## src/rtl/count_sched.sv

```systemverilog
// count_sched: two-requester round-robin burst scheduler for a counter datapath.
// Each accepted burst runs CLEAR -> LEN counts (pausable by hold) -> FINISH; val shadows the count modulo MOD.
module count_sched #(
  parameter int MOD = 7
) (
  input  logic       clk,
  input  logic       rst_n,
  input  logic       req0_valid,
  input  logic [2:0] req0_len,
  output logic       req0_ready,
  input  logic       req1_valid,
  input  logic [2:0] req1_len,
  output logic       req1_ready,
  input  logic       hold,
  output logic       cnt,
  output logic       clr,
  output logic [2:0] val,
  output logic       gnt,
  output logic       busy,
  output logic       done
);

  localparam logic [1:0] ST_IDLE   = 2'd0;
  localparam logic [1:0] ST_CLEAR  = 2'd1;
  localparam logic [1:0] ST_COUNT  = 2'd2;
  localparam logic [1:0] ST_FINISH = 2'd3;
  localparam logic [2:0] VAL_MAX   = 3'(MOD - 1);

  logic [1:0] state_r;
  logic [2:0] rem_r;
  logic [2:0] val_r;
  logic       gnt_r;
  logic       any_s;
  logic       win_s;
  logic [2:0] win_len_s;

  // Round-robin pick: on contention the requester opposite the last owner wins.
  always_comb begin
    any_s = req0_valid | req1_valid;
    if (req0_valid && req1_valid) begin
      win_s = ~gnt_r;
    end else begin
      win_s = req1_valid;
    end
    if (win_s) begin
      win_len_s = req1_len;
    end else begin
      win_len_s = req0_len;
    end
  end

  // Handshake and datapath strobes are pure state decodes; ready is masked while reset is asserted.
  always_comb begin
    req0_ready = rst_n & (state_r == ST_IDLE) & any_s & ~win_s;
    req1_ready = rst_n & (state_r == ST_IDLE) & any_s & win_s;
    clr        = (state_r == ST_CLEAR);
    cnt        = (state_r == ST_COUNT) & ~hold;
    done       = (state_r == ST_FINISH);
    busy       = (state_r != ST_IDLE);
    val        = val_r;
    gnt        = gnt_r;
  end

  // Burst sequencer: state, remaining length, shadow value and owner.
  always_ff @(posedge clk or negedge rst_n) begin
    if (!rst_n) begin
      state_r <= ST_IDLE;
      rem_r   <= 3'd0;
      val_r   <= 3'd0;
      gnt_r   <= 1'b1;
    end else begin
      case (state_r)
        ST_IDLE: begin
          if (any_s) begin
            rem_r   <= win_len_s;
            gnt_r   <= win_s;
            state_r <= ST_CLEAR;
          end else begin
            state_r <= ST_IDLE;
          end
        end
        ST_CLEAR: begin
          val_r <= 3'd0;
          if (rem_r != 3'd0) begin
            state_r <= ST_COUNT;
          end else begin
            state_r <= ST_FINISH;
          end
        end
        ST_COUNT: begin
          if (!hold) begin
            val_r <= (val_r == VAL_MAX) ? 3'd0 : val_r + 3'd1;
            rem_r <= rem_r - 3'd1;
            // rem_r == 0 cannot occur here, but treating it as last keeps the FSM from running away
            if (rem_r <= 3'd1) begin
              state_r <= ST_FINISH;
            end else begin
              state_r <= ST_COUNT;
            end
          end else begin
            state_r <= ST_COUNT;
          end
        end
        ST_FINISH: begin
          state_r <= ST_IDLE;
        end
        default: begin
          state_r <= ST_IDLE;
        end
      endcase
    end
  end

endmodule

```

## config.mk

```make
export PLATFORM = sky130hd
export DESIGN_NAME = count_sched
export DESIGN_NICKNAME = d
export VERILOG_FILES = /design/src/rtl/count_sched.sv
export SDC_FILE = /design/constraint.sdc
export NUM_CORES = 1
export LEC_CHECK = 0
export ABC_AREA = 1
export BUFFER_PORTS_ARGS = -buffer_cell sky130_fd_sc_hd__buf_2
export CAP_MARGIN = 15
export CORE_UTILIZATION = 49
export CTS_CLUSTER_DIAMETER = 150
export DETAILED_ROUTE_END_ITERATION = 10
export HOLD_SLACK_MARGIN = 0.06
export PLACE_DENSITY = 0.77
export SETUP_SLACK_MARGIN = 0.1
export SLEW_MARGIN = 0
export SYNTH_ARGS = -nofsm -noshare
export SYNTH_HDL_FRONTEND = slang
export SYNTH_SLANG_ARGS = --single-unit
```

## constraint.sdc

```tcl
create_clock -name clk -period 1.47 [get_ports clk]
set_input_delay 0.294 -clock clk [delete_from_list [all_inputs] [get_ports clk]]
set_output_delay 0.294 -clock clk [all_outputs]
set_load 0.05 [all_outputs]
```

## Word-level counts from Yosys, hierarchy flattened

Cells that the tools add are included.

- Multiplexer cells: 13
- $mul: 0
- Reductions and logical operators: 9
- Shifts and indexed selects: 0
- Add/subtract/negate cells: 2
- Divide/modulo/power cells: 0
- $lt $le $gt $ge: 1
- Equality and inequality tests: 6
- Bitwise gates (word level): 9

Operators by type and width:

| operator | number |
|---|---|
| 3-bit two-way mux | 5 |
| 3-bit case mux with 2 select lines | 2 |
| 2-bit case mux with 4 select lines | 1 |
| 2-bit nonzero test | 3 |
| 1-bit AND | 5 |
| 2-bit equality test (second input constant) | 2 |
| 1-bit two-way mux | 4 |
| 2-bit != test (second input constant) | 2 |
| 2-bit AND reduction | 2 |
| 3-bit by 1-bit adder with 3-bit output (second input constant) | 1 |
| 3-bit equality test (second input constant) | 1 |
| 3-bit by 1-bit <= comparator with 1-bit output (second input constant) | 1 |
| 1-bit inverter | 3 |
| 3-bit AND reduction | 1 |
| 3-bit nonzero test | 1 |
| 3-bit by 1-bit subtractor with 3-bit output (second input constant) | 1 |
| 2-bit by 1-bit equality test with 1-bit output (second input constant) | 1 |
| 2-bit zero test | 1 |
| 2-bit two-way mux | 1 |
| 1-bit logical AND | 1 |
| 1-bit bitwise OR | 1 |

- Memory bits (writable): 0
- Input port bits: 11
- Latch bits: 0
- Output and inout bits: 10
- Word-level logic and storage cells: 44
- Flip-flop bits (word level): 9
- Memory bits (read-only): 0
- Memories: 0

## Longest topological paths before layout

- Depth in word-level cells: 5
- Gate-level depth with buffers: 9
- Mapped depth without buffers: 9

## Worst setup path after synthesis

No wires, ideal clock.

- Kind: register -> output
- Start point: register state_r[0]
- End point: output req0_ready
- Required time: 1.176 ns
- Buffers on the path: 0
- Slack: -1.378 ns
- Stages on the path, launching flop included: 5
- Arrival time: 2.554 ns
- Path through: dfrtp_1 -> inv_1 -> ha_1 -> inv_1 -> nor4_1

- Longest elaborated chain between the ends: 4

Ends and longest elaborated chain:

| item | RTL line | source |
|---|---|---|
| start: declaration | 29 | `logic [1:0] state_r;` |
| start signal: assignment | 67 | `state_r <= ST_IDLE;` |
| start signal: assignment | 77 | `state_r <= ST_CLEAR;` |
| start signal: assignment | 79 | `state_r <= ST_IDLE;` |
| 2-bit zero test | 54 | `req0_ready = rst_n & (state_r == ST_IDLE) & any_s & ~win_s;` |
| 1-bit AND (3 in a row) | 54 |  |
| end: declaration | 10 | `output logic req0_ready,` |

Every way passes these cells.

## Worst setup path in the final report

- Start point: register state_r[1]
- End point: output req0_ready

The elaborated chain is that of the path after synthesis.

==> results_dict.tcl <==
set metrics [dict create \
    dieArea_um2 1560 \
    min_path_type "in2reg" \
    synth_cell_type_count 18 \
    finalSetupViolCount 7 \
    dr.pass1.iters 4 \
    dpl_cell_area_um2 911 \
    vias 837 \
    fmax_mhz 571 \
    tightestPinTransition_ps 247 \
    nets 154 \
    row_count 13 \
    antenna_cells 0 \
    seqCellArea_um2 226 \
    ys_ff_latch 9 \
    area_growth_pct 72.4 \
    die_w_um 39.5 \
    syn_nets 110 \
    die_h_um 39.5 \
    synth_warnings 0 \
    failed_checks "negative setup slack" \
    worst_path_max_delay_cell "dfrtp_1" \
    power_density_nw_per_um2 2520 \
    cp_max_fo 2 \
    layout_common_cells "nand2_1, buf_4, buf_2, inv_1" \
    peakVddDrop_uv 1910 \
    drv_cap 0 \
    io_pins 21 \
    portBuffers 20 \
    root_buffer "clkbuf_4" \
    min_period_ps 1750 \
    clkLatencyLatePin_ps 270 \
    via_per_inst 5.62 \
    worstPathRequired_ps 1180 \
    skew_ps 3.80 \
    fin_crit_sh 1.19 \
    cts_inserted_buffers 3 \
    cts.clk_slew.worst_paths_ps 70 \
    final_antenna_net_count 0 \
    crit_family "flip-flops" \
    drive_above_1_share 0.567 \
    total_power_w 0.00300 \
    dp_hpwl_mm 1.18 \
    crit_chain "inv_2 > ha_4 > inv_4 > nor4_4 > buf_6" \
    syn_inst 91 \
    first_global_vias 715 \
    groute.usage.overall 0.313 \
    critPathLaunchType "flip-flop" \
    grt_pass1_wl_mm 3.08 \
    crit_path_end_kind "primary output" \
    hold_violations 0 \
    avgSynthCellArea_um2 7.58 \
    syn_area_um2 689 \
    ys_seq_area_frac 0.328 \
    rsz0062_at_grt "true" \
    setup_slack_ps -281 \
    worstPathArrival_ps 1460 \
    drc 0 \
    timing.slew.headroom 0.834 \
    setup_tns_ps -1100 \
    fillerInstances 52 \
    path_class "reg2out" \
    p_leak_nw 0.617 \
    wl_per_cell_um 17.3 \
    clkSinkCount 9 \
    routed_wl_mm 2.57 \
    fin_area_um2 1190 \
    drv_slew 0 \
    core-area_um2 1300 \
    cts.htree.levels 1 \
    gp_congestion 0.744 \
    initial_core_util 0.530 \
    multiInputGateArea_um2 517 \
    overflow 0 \
    antenna_found_initial 0 \
    critPathMaxStageDelay_ps 410 \
    path_buf_inv 3 \
    outcome "complete, but fails checks" \
    drtIter0Drc 44 \
    grt_max_degree 10 \
    cts.path.max_buffers 2 \
    cts_tree "done" \
]
==> through the flow <==
step | setup WS, ps | hold WS, ps | util | cells
6_report | -281 | 387 | 0.913 | 149
5_1_grt | -301 | 393 | 0.913 | 149
4_1_cts | -244 | 317 | 0.853 | 148
3_5_place_dp | -75.8 | 239 | 0.700 | 136
3_3_place_gp | -42.6 | 250 | 0.700 | 136
2_1_floorplan | -431 | -1.59 | - | 91
==> final timing paths <==
check / depth (start not counted) / slack [ps] / endpoint / startpoint
max: 5 / -280 / req0_ready / state_r[1]$_DFF_PN0_
min: 5 / 390 / rem_r[1]$_DFFE_PN0P_ / req0_len[1]
max reg2reg: 10 / -10 / rem_r[0]$_DFFE_PN0P_ / state_r[0]$_DFF_PN0_
min reg2reg: 2 / 580 / rem_r[1]$_DFFE_PN0P_ / rem_r[1]$_DFFE_PN0P_
max in group asynchronous: 3 / 760 / gnt$_DFFE_PN1P_ / rst_n
min in group asynchronous: 3 / 490 / val[1]$_DFFE_PN0P_ / rst_n
==> cells by family (layout without fill, tap and decap cells) <==
| group | count (synthesis) | after routing | synth area share |
|---|---|---|---|
| and+or+nand+nor | 44 | 44 | 0.316 |
| adders and majority gates | 8 | 8 | 0.145 |
| buffers and inverters | 18 | 61 | 0.102 |
| DFF | 9 | 9 | 0.328 |
| xor gates and xnor gates | 2 | 2 | 0.0254 |
| AOI/OAI and AO/OA | 10 | 10 | 0.0835 |
==> state kept, by name (all words and copies together), names as in the netlist <==
signal,count
val,3
gnt,1
state_r,2
rem_r,3
==> power by group <==
| group | internal [W] | total (W) | leakage [nW] | switching [W] |
|---|---|---|---|---|
| combinational | 0.000952 | 0.00225 | 0.494 | 0.00130 |
| clock | 0.000105 | 0.000209 | 0.0150 | 0.000104 |
| sequential | 0.000377 | 0.000533 | 0.108 | 0.000155 |
==> cells in the mapped netlist (all sizes together) <==
| master | n | area [um^2] |
|---|---|---|
| dfrtp | 8 | 200 |
| o21ai | 8 | 40.0 |
| xnor2 | 2 | 17.5 |
| ha | 8 | 100 |
| a21oi | 2 | 17.5 |
| nor2 | 10 | 45.1 |
| nand3 | 10 | 55.1 |
| nor4 | 1 | 6.26 |
| dfstp | 1 | 26.3 |
| inv | 18 | 70.1 |
| nand2 | 23 | 111 |
==> metal layers <==
layer  track usage  share of wire  vias to the layer above
li1              -              -                      374
met1         0.333           0.35                      378
met2         0.586           0.52                       67
met3        0.0568          0.081                       18
met4         0.129          0.053                        0
met5             0              0                        -
==> tightest hold or removal path, cell delays in order <==
cell and delay [ps]:
buf_2 70, nand2_1 50, nand3_1 80, nand3_2 60
nand2_1 60
==> final cells by class <==
cell class | instances | area share
clock buffers | 4 | 0.0221
inverters | 18 | 0.0632
multi-input cells | 64 | 0.435
flip-flops and latches | 9 | 0.191
well taps | 15 | 0.0158
repair buffers | 39 | 0.274
==> timing repair <==
item                                    4_1_cts  5_1_grt
buffers inserted                              7        2
gates resized for setup                      31       18
hold buffers                                  1        0
hold endpoints to repair                      8        0
pin swaps                                     3        2
endpoints found under the setup margin        9       14
No activity file was read; power rests on OpenSTA's default activity.
